`src/rtl/timed_cfg_scheduler_if.sv`:
```
// timed_cfg_if: host command channel and register write port of the timed config scheduler
interface timed_cfg_if;
  logic        cmd_valid;
  logic        cmd_ready;
  logic        cmd_timed;
  logic [55:0] cmd_time;
  logic [8:0]  cmd_waddr;
  logic [31:0] cmd_wdata;
  logic        cfg_wreq;
  logic [8:0]  cfg_waddr;
  logic [31:0] cfg_wdata;
  logic        cfg_wack;
  modport master (
    output cmd_valid, cmd_timed, cmd_time, cmd_waddr, cmd_wdata, cfg_wack,
    input  cmd_ready, cfg_wreq, cfg_waddr, cfg_wdata
  );
  modport slave (
    input  cmd_valid, cmd_timed, cmd_time, cmd_waddr, cmd_wdata, cfg_wack,
    output cmd_ready, cfg_wreq, cfg_waddr, cfg_wdata
  );
endinterface

```
`src/rtl/timed_cfg_scheduler.sv`:
```
// timed_cfg_scheduler: queues config writes and issues each at its target ADC sample index
module timed_cfg_scheduler #(
  parameter int DEPTH       = 8,
  parameter int LATE_POLICY = 1,
  parameter int ACK_TIMEOUT = 16
) (
  input  logic                     user_clk,
  input  logic                     user_rst,
  timed_cfg_if.slave               bus,
  input  logic [55:0]              sample_idx,
  input  logic                     sample_valid,
  input  logic                     flush,
  output logic [$clog2(DEPTH):0]   level,
  output logic                     busy,
  output logic                     late_pulse,
  output logic                     timeout_pulse,
  output logic [15:0]              late_count
);
  localparam int AW = $clog2(DEPTH);
  typedef enum logic [1:0] {IDLE, WAIT_TIME, ISSUE, WAIT_ACK} state_t;
  typedef struct packed {
    logic        timed;
    logic [55:0] t;
    logic [8:0]  waddr;
    logic [31:0] wdata;
  } cmd_t;
  cmd_t        mem [DEPTH];
  cmd_t        head;
  logic [AW-1:0] wptr, rptr;
  logic [7:0]  cnt;
  state_t      state;
  logic        push, pop, due, late, ack_to;
  assign head          = mem[rptr];
  assign bus.cmd_ready = !user_rst && !flush && level < (AW+1)'(DEPTH);
  assign push          = bus.cmd_valid && bus.cmd_ready;
  assign due           = !head.timed || (sample_valid && sample_idx == head.t);
  assign late          = head.timed && sample_valid && sample_idx > head.t;
  assign ack_to        = cnt == 8'(ACK_TIMEOUT - 1);
  assign late_pulse    = state == WAIT_TIME && late && !flush && !user_rst;
  assign timeout_pulse = state == WAIT_ACK && !bus.cfg_wack && ack_to && !flush && !user_rst;
  assign pop           = (state == WAIT_TIME && late && LATE_POLICY == 0) ||
                         (state == WAIT_ACK && (bus.cfg_wack || ack_to));
  assign busy          = state != IDLE;
  always_ff @(posedge user_clk)
    if (push) mem[wptr] <= '{bus.cmd_timed, bus.cmd_time, bus.cmd_waddr, bus.cmd_wdata};
  always_ff @(posedge user_clk) begin
    if (user_rst) begin
      state         <= IDLE;
      wptr          <= '0;
      rptr          <= '0;
      level         <= '0;
      cnt           <= '0;
      late_count    <= '0;
      bus.cfg_wreq  <= 1'b0;
      bus.cfg_waddr <= '0;
      bus.cfg_wdata <= '0;
    end else if (flush) begin
      state        <= IDLE;
      wptr         <= '0;
      rptr         <= '0;
      level        <= '0;
      bus.cfg_wreq <= 1'b0;
    end else begin
      wptr         <= wptr + AW'(push);
      rptr         <= rptr + AW'(pop);
      level        <= level + (AW+1)'(push) - (AW+1)'(pop);
      bus.cfg_wreq <= 1'b0;
      if (late_pulse && late_count != 16'hFFFF) late_count <= late_count + 16'd1;
      case (state)
        IDLE:      if (level != 0) state <= WAIT_TIME;
        WAIT_TIME: if (due || (late && LATE_POLICY != 0)) begin
                     state         <= ISSUE;
                     bus.cfg_wreq  <= 1'b1;
                     bus.cfg_waddr <= head.waddr;
                     bus.cfg_wdata <= head.wdata;
                   end else if (late) state <= IDLE;
        ISSUE:     begin
                     state <= WAIT_ACK;
                     cnt   <= '0;
                   end
        WAIT_ACK:  if (bus.cfg_wack || ack_to) state <= IDLE;
                   else cnt <= cnt + 8'd1;
      endcase
    end
  end
endmodule

```
`src/flat_wrapper.sv`:
```
// flat-port wrapper written by rule: the top's interface ports become plain ports
module timed_cfg_scheduler_flat 
#(
  parameter int DEPTH       = 8,
  parameter int LATE_POLICY = 1,
  parameter int ACK_TIMEOUT = 16
)
  (user_clk, user_rst, sample_idx, sample_valid, flush, level, busy, late_pulse, timeout_pulse, late_count, bus_cmd_valid, bus_cmd_timed, bus_cmd_time, bus_cmd_waddr, bus_cmd_wdata, bus_cfg_wack, bus_cmd_ready, bus_cfg_wreq, bus_cfg_waddr, bus_cfg_wdata);
  timed_cfg_if bus_i ();
  input  logic user_clk;
  input  logic user_rst;
  input  logic [55:0] sample_idx;
  input  logic sample_valid;
  input  logic flush;
  output logic [$clog2(DEPTH):0] level;
  output logic busy;
  output logic late_pulse;
  output logic timeout_pulse;
  output logic [15:0] late_count;
  input wire logic [$bits(bus_i.cmd_valid)-1:0] bus_cmd_valid;
  input wire logic [$bits(bus_i.cmd_timed)-1:0] bus_cmd_timed;
  input wire logic [$bits(bus_i.cmd_time)-1:0] bus_cmd_time;
  input wire logic [$bits(bus_i.cmd_waddr)-1:0] bus_cmd_waddr;
  input wire logic [$bits(bus_i.cmd_wdata)-1:0] bus_cmd_wdata;
  input wire logic [$bits(bus_i.cfg_wack)-1:0] bus_cfg_wack;
  output wire logic [$bits(bus_i.cmd_ready)-1:0] bus_cmd_ready;
  output wire logic [$bits(bus_i.cfg_wreq)-1:0] bus_cfg_wreq;
  output wire logic [$bits(bus_i.cfg_waddr)-1:0] bus_cfg_waddr;
  output wire logic [$bits(bus_i.cfg_wdata)-1:0] bus_cfg_wdata;
  assign bus_i.cmd_valid = bus_cmd_valid;
  assign bus_i.cmd_timed = bus_cmd_timed;
  assign bus_i.cmd_time = bus_cmd_time;
  assign bus_i.cmd_waddr = bus_cmd_waddr;
  assign bus_i.cmd_wdata = bus_cmd_wdata;
  assign bus_i.cfg_wack = bus_cfg_wack;
  assign bus_cmd_ready = bus_i.cmd_ready;
  assign bus_cfg_wreq = bus_i.cfg_wreq;
  assign bus_cfg_waddr = bus_i.cfg_waddr;
  assign bus_cfg_wdata = bus_i.cfg_wdata;
  timed_cfg_scheduler #(.DEPTH(DEPTH), .LATE_POLICY(LATE_POLICY), .ACK_TIMEOUT(ACK_TIMEOUT)) u_core (.user_clk(user_clk), .user_rst(user_rst), .bus(bus_i), .sample_idx(sample_idx), .sample_valid(sample_valid), .flush(flush), .level(level), .busy(busy), .late_pulse(late_pulse), .timeout_pulse(timeout_pulse), .late_count(late_count));
endmodule
```
`config.mk`:
```
export PLATFORM = sky130hd
export DESIGN_NAME = timed_cfg_scheduler_flat
export DESIGN_NICKNAME = d
export VERILOG_FILES = /design/src/rtl/timed_cfg_scheduler_if.sv /design/src/rtl/timed_cfg_scheduler.sv /design/src/flat_wrapper.sv
export SDC_FILE = /design/constraint.sdc
export NUM_CORES = 1
export LEC_CHECK = 0
export ABC_AREA = 1
export CAP_MARGIN = 15
export CORE_ASPECT_RATIO = 0.7
export CORE_UTILIZATION = 45
export CTS_BUF_LIST = sky130_fd_sc_hd__clkbuf_2
export CTS_CLUSTER_DIAMETER = 50
export DETAILED_ROUTE_END_ITERATION = 7
export GPL_TIMING_DRIVEN = 0
export PLACE_DENSITY = 0.67
export SLEW_MARGIN = 20
export SYNTH_ARGS = -nofsm -noshare
export SYNTH_HDL_FRONTEND = slang
export SYNTH_SLANG_ARGS = --single-unit
```
`constraint.sdc`:
```
create_clock -name user_clk -period 12.41 [get_ports user_clk]
set_input_delay 2.482 -clock user_clk [delete_from_list [all_inputs] [get_ports user_clk]]
set_output_delay 2.482 -clock user_clk [all_outputs]
set_load 0.02 [all_outputs]
```
-- After elaboration in Yosys (flattened, before gate mapping)
Memories as Yosys holds them, arrays and structs flattened. A register that Yosys moved wholly into a read port is not among the register bits.
Index checks and enable logic that the tools add are counted.
Widths: inputs -> output; s select.
- add/sub/neg operators: 6
- $lt $le $gt $ge: 2
- equality and inequality tests: 10
- mux-type cells: 11
- bitwise operators: 2
- reduce and logical (&&, ||, !) cells: 32
- operator list (cell ; count):
    $eq 56x56->1 ; 1
    $gt 56x56->1 ; 1
    $add 16x1->16 const B ; 1
    $ne 16x16->1 const B ; 1
    $pmux 8 s2 ; 1
    $logic_and 1x1->1 ; 15
    $reduce_and 3->1 ; 3
    $add 8x1->8 const B ; 1
    $eq 8x4->1 const B ; 1
    $mux 2 ; 4
    $mux 8 ; 1
    $pmux 2 s4 ; 1
    $add 3x1->3 ; 2
    $add 4x1->4 ; 1
    $eq 2x2->1 const B ; 2
    $logic_not 1->1 ; 4
    $lt 4x4->1 const B ; 1
    $ne 2x2->1 const B ; 2
    $reduce_bool 2->1 ; 2
    $reduce_bool 4->1 ; 1
    $sub 4x1->4 ; 1
    $logic_or 1x1->1 ; 3
    $mux 1 ; 3
    $mux 3 ; 1
    8 further kinds ; 9
- bits in registers: 78
- RAM bits: 784
- bits of input ports: 160
- output and inout bits: 66
- word-level logic and storage cells: 73
- memories: 1
- memory list (name ; depth ; width ; rd ports ; clocked after memory_dff ; write ports ; RTL line ; text):
    u_core.mem ; 8 ; 98 ; 1 ; 1 ; 1 ; timed_cfg_scheduler.sv:27 ; cmd_t mem [DEPTH];

-- Logic depth before layout (Yosys ltp)
- depth in word-level cells: 7
- mapped depth: 28
- mapped depth without buffers: 23

-- Least setup slack after synthesis
No wires, ideal clock.
- path type: input -> register
- start point: input user_rst
- end point: memory u_core.mem[4][0] in the netlist's numbering (enable)
- library setup time: 0.676 ns
- arrival: 9.741 ns
- data required time: 11.734 ns
- path slack: 1.994 ns
- stages: 5
- buffers on the path: 1
- path through: clkbuf_1 -> nor2_1 -> and3_1 -> nand2_1 -> nor3_1
- word-level cells in the longest chain between the ends: 6
- ends and longest elaborated chain (element ; RTL line ; text):
    start, declared ; flat_wrapper.sv:11 ; input logic user_rst;
    $logic_not 1->1 ; timed_cfg_scheduler.sv:34 ; assign bus.cmd_ready = !user_rst && !flush && level < (AW+1)'(DEPTH);
    $logic_and 1x1->1 (2 in a row) ; timed_cfg_scheduler.sv:34 ;
    $logic_and 1x1->1 ; timed_cfg_scheduler.sv:35 ; assign push = bus.cmd_valid && bus.cmd_ready;
    $mux 1 ; timed_cfg_scheduler.sv:45 ; if (push) mem[wptr] <= '{bus.cmd_timed, bus.cmd_time, bus.cmd_waddr, bus.cmd_wdata};
    $mux 1 (implied by the code) ; timed_cfg_scheduler.sv:45 ;
    end, declared ; timed_cfg_scheduler.sv:27 ;
Every way passes these cells.

==> summary.txt <==
Sw Pwr: 1200 uW
Num CTS Buffers: 197
Mapped Area: 0.0348 sq mm
Die span in y: 235 um
Outcome: finished clean
Final GP Congestion: 0.884
Worst Skew: 107 ps
Worst hold stages: 2
Setup bufs post-CTS: 0
Synthesized net count: 3039
Vias per cell: 5.65
Commonest non-fill, non-tap cell in the layout: edfxtp_1
Port bufs: 224
Post-synth top flop: edfxtp_1
Gate power share: 0.034
Max transition margin: 0.264
Data required, critical path: 9930 ps
Crit. End Element: output pin
Avg Inst Size Synth: 12.4 sq um
Pin count of the biggest net entering global routing: 21
Max Freq: 0.104 GHz
Slew Limit Fails: 0
H-tree Lvls: 4
Total power: 5140 uW
GRT overflow: 0
Area of the core: 0.0759 sq mm
Final period util: 0.773
Mux share of post-synthesis cell area: 0
Reg power frac: 0.618
Crit path DAT: 7110 ps
Leakage Power: 0.0146 uW
FF-to-FF Start: u_core.rptr[2]
Hold EP: u_core.cnt[3]
Chip Width: 335 um
CTS tree: yes
Post-DRT Antenna Nets: 0
Main combinational cell family by area after synthesis: compound AO/OA/AOI/OAI gates
WL/cell: 22.6 um
Min Tclk post-route: 9590 ps
Synth Area in Compound Gates: 0.119
CTS hold repair buffers: 0
Yosys reg bits: 862
DRT iter0 DRCs: 3017
Pwr dens: 125 mW/mm^2
Clock network power share: 0.348
Initial core utilization: 0.459
Final net count: 3558
Simple-gate share of the synthesized area: 0.0957
Tightest Pin Transition: 1090 ps
Max Cap Violations: 0
Initial antenna violation count: 16
Synth Area in Adders: 0.0246
Total wire length: 102000 um
Post-synth EDFFs: 784
CTS max path bufs: 3
Clock Latency Late Sink: 1490 ps
Drt drc: 0
Int Pwr: 3930 uW
Area growth, synth to finish: 18.2%
PostCTS Resize Cnt: 0
Place WS: 4310 ps
Path depth of the worst reg2reg path: 22
# IOs: 226
Clock slew at reported path FFs: 90 ps
Worst r2r dst: u_core.bus.cfg_wdata[13]
Worst setup path class: reg2out
Crit path launch type: flip-flop
Total die area: 0.0785 sq mm
Switch share: 0.234
XOR/XNOR share of the synthesized area: 0.00427
CTS root buffer: clkbuf_2
# rows: 84
Via count: 25544
Mapped Cells: 2811
Hold WC Path Type: reg2reg
DRT Pass-1 Iters: 6
Seq/Total Area, Yosys: 0.721
Netlist cell types: 40
Share of cells above drive strength 1: 0.134
RSZ-0062 raised after global routing: no
Hold Startpoint: u_core.cnt[3]
Vias in the first global route: 25446
Crit-path max FO: 10
Peak VDD IR: 0.0573 mV
Asr flop ratio synth: 0
Post-DP HPWL: 70900 um
Clock sinks: 862
Setup violations, final: 0
R2R Setup Slk: 6370 ps
First-pass GRT wire length: 151000 um
Global Route Usage Sum: 0.258
Final Hold Vio Count: 0
FILL cells: 6374
Setup ws final: 2820 ps
Warnings, synthesis: 0
Most frequent cells in the layout: 784 x edfxtp_1, 470 x nor2_1, 446 x o21ai_0, 293 x clkbuf_2, 264 x nand2_1
==> area by class of cell <==
cell class / count / area, sq um / area share
flip-flops and latches: 862 / 25100 / 0.610
multi-input cells: 1641 / 8550 / 0.208
repair buffers: 320 / 3210 / 0.0780
clock buffers: 293 / 1470 / 0.0356
well taps: 1032 / 1290 / 0.0314
plain buffers: 173 / 722 / 0.0175
inverters: 135 / 507 / 0.0123
clock inverters: 53 / 287 / 0.00696
diodes: 12 / 30.0 / 0.000730
==> registers in the layout (all words and copies together), names as in the netlist, named ones only <==
name	flops
u_core.bus.cfg_waddr	9
u_core.wptr	3
u_core.cnt	8
u_core.late_count	16
u_core.bus.cfg_wreq	1
u_core.bus.cfg_wdata	32
u_core.rptr	3
u_core.mem	784
u_core.state	1
u_core.level	4
==> power groups by stage <==
| stage | clock, uW | combinational [uW] | sequential (uW) |
|---|---|---|---|
| 3_3_place_gp | 0 | 158 | 3240 |
| 2_1_floorplan | 0 | 52.8 | 3240 |
| 6_report | 1790 | 173 | 3180 |
| 4_1_cts | 1820 | 172 | 3180 |
| 3_5_place_dp | 0 | 171 | 3240 |
| 5_1_grt | 1970 | 188 | 3180 |
==> layer usage <==
metal	vias to the layer above	part of all wire	track usage
met5	-	0.00070	0
met4	12	0.030	0.101
met3	231	0.11	0.0680
met2	1444	0.45	0.394
met1	12404	0.41	0.353
li1	11453	-	-
==> critical path, cell delays in order, from the launching register on <==
cell             delay, ps
dfxtp_1                310
buf_2                  330
clkbuf_1               690
clkbuf_1               800
clkbuf_1               610
o221ai_1               230
o21ai_0                240
ha_1                   340
a21o_1                 160
nor2_1                 440
nand2_1                180
nand2_1                 90
nand2_1                 50
nor2_1                 240
nand2_2                180
nand2_2                140
nor3_1                  60
clkdlybuf4s50_1        540
==> worst max path at each step <==
| stage | from | end | cells past startpoint |
|---|---|---|---|
| 6_report | u_core.rptr[2] | late_pulse | 17 |
| 5_1_grt | u_core.rptr[1] | late_pulse | 19 |
| 4_1_cts | u_core.rptr[1] | late_pulse | 17 |
| 3_5_place_dp | u_core.rptr[1] | late_pulse | 17 |
| 3_3_place_gp | flush | u_core.mem[3][68] | 5 |
| 2_1_floorplan | user_rst | u_core.mem[4][0] | 5 |
==> cell families (layout without fill, tap and decap cells) <==
group | count (synthesis) | after routing
buffers and inverters | 308 | 974
flip-flops | 862 | 862
XOR/XNOR | 17 | 17
other | 0 | 12
AND/OR/NAND/NOR | 830 | 830
AO/OA/AOI/OAI | 726 | 726
adder cells (fa/ha/maj) | 68 | 68
==> cells in the mapped netlist (4+ instances only) <==
library cell | instances | area [sq um]
xnor2_1 | 4 | 35.0
dfxtp_1 | 78 | 1560
nor3_1 | 19 | 95.1
buf_4 | 4 | 30.0
buf_2 | 34 | 170
xor2_1 | 13 | 114
nor2_1 | 472 | 1770
nand3_1 | 13 | 65.1
nand4_1 | 45 | 282
a21oi_1 | 58 | 290
o21ai_1 | 19 | 95.1
clkinv_1 | 5 | 18.8
nand2_1 | 264 | 991
clkbuf_1 | 131 | 492
a32o_1 | 17 | 170
inv_1 | 127 | 477
ha_1 | 67 | 838
o21ai_0 | 446 | 2230
nor4_1 | 4 | 25.0
edfxtp_1 | 784 | 23500
a21o_1 | 4 | 30.0
o221ai_1 | 79 | 692
o22ai_1 | 98 | 613
==> through the flow <==
stage	cells	utilization	setup TNS (ps)	hold slack, ps	cell area [sq um]
after floorplan	2811	-	0	435	34800
after global placement	4067	0.506	-2927520	444	38400
after detailed placement	4163	0.519	0	465	39400
after CTS	4509	0.542	0	479	41100
after global routing	4517	0.542	0	495	41200
final	4521	0.542	0	475	41200
Power figures use the tool's default switching activity.
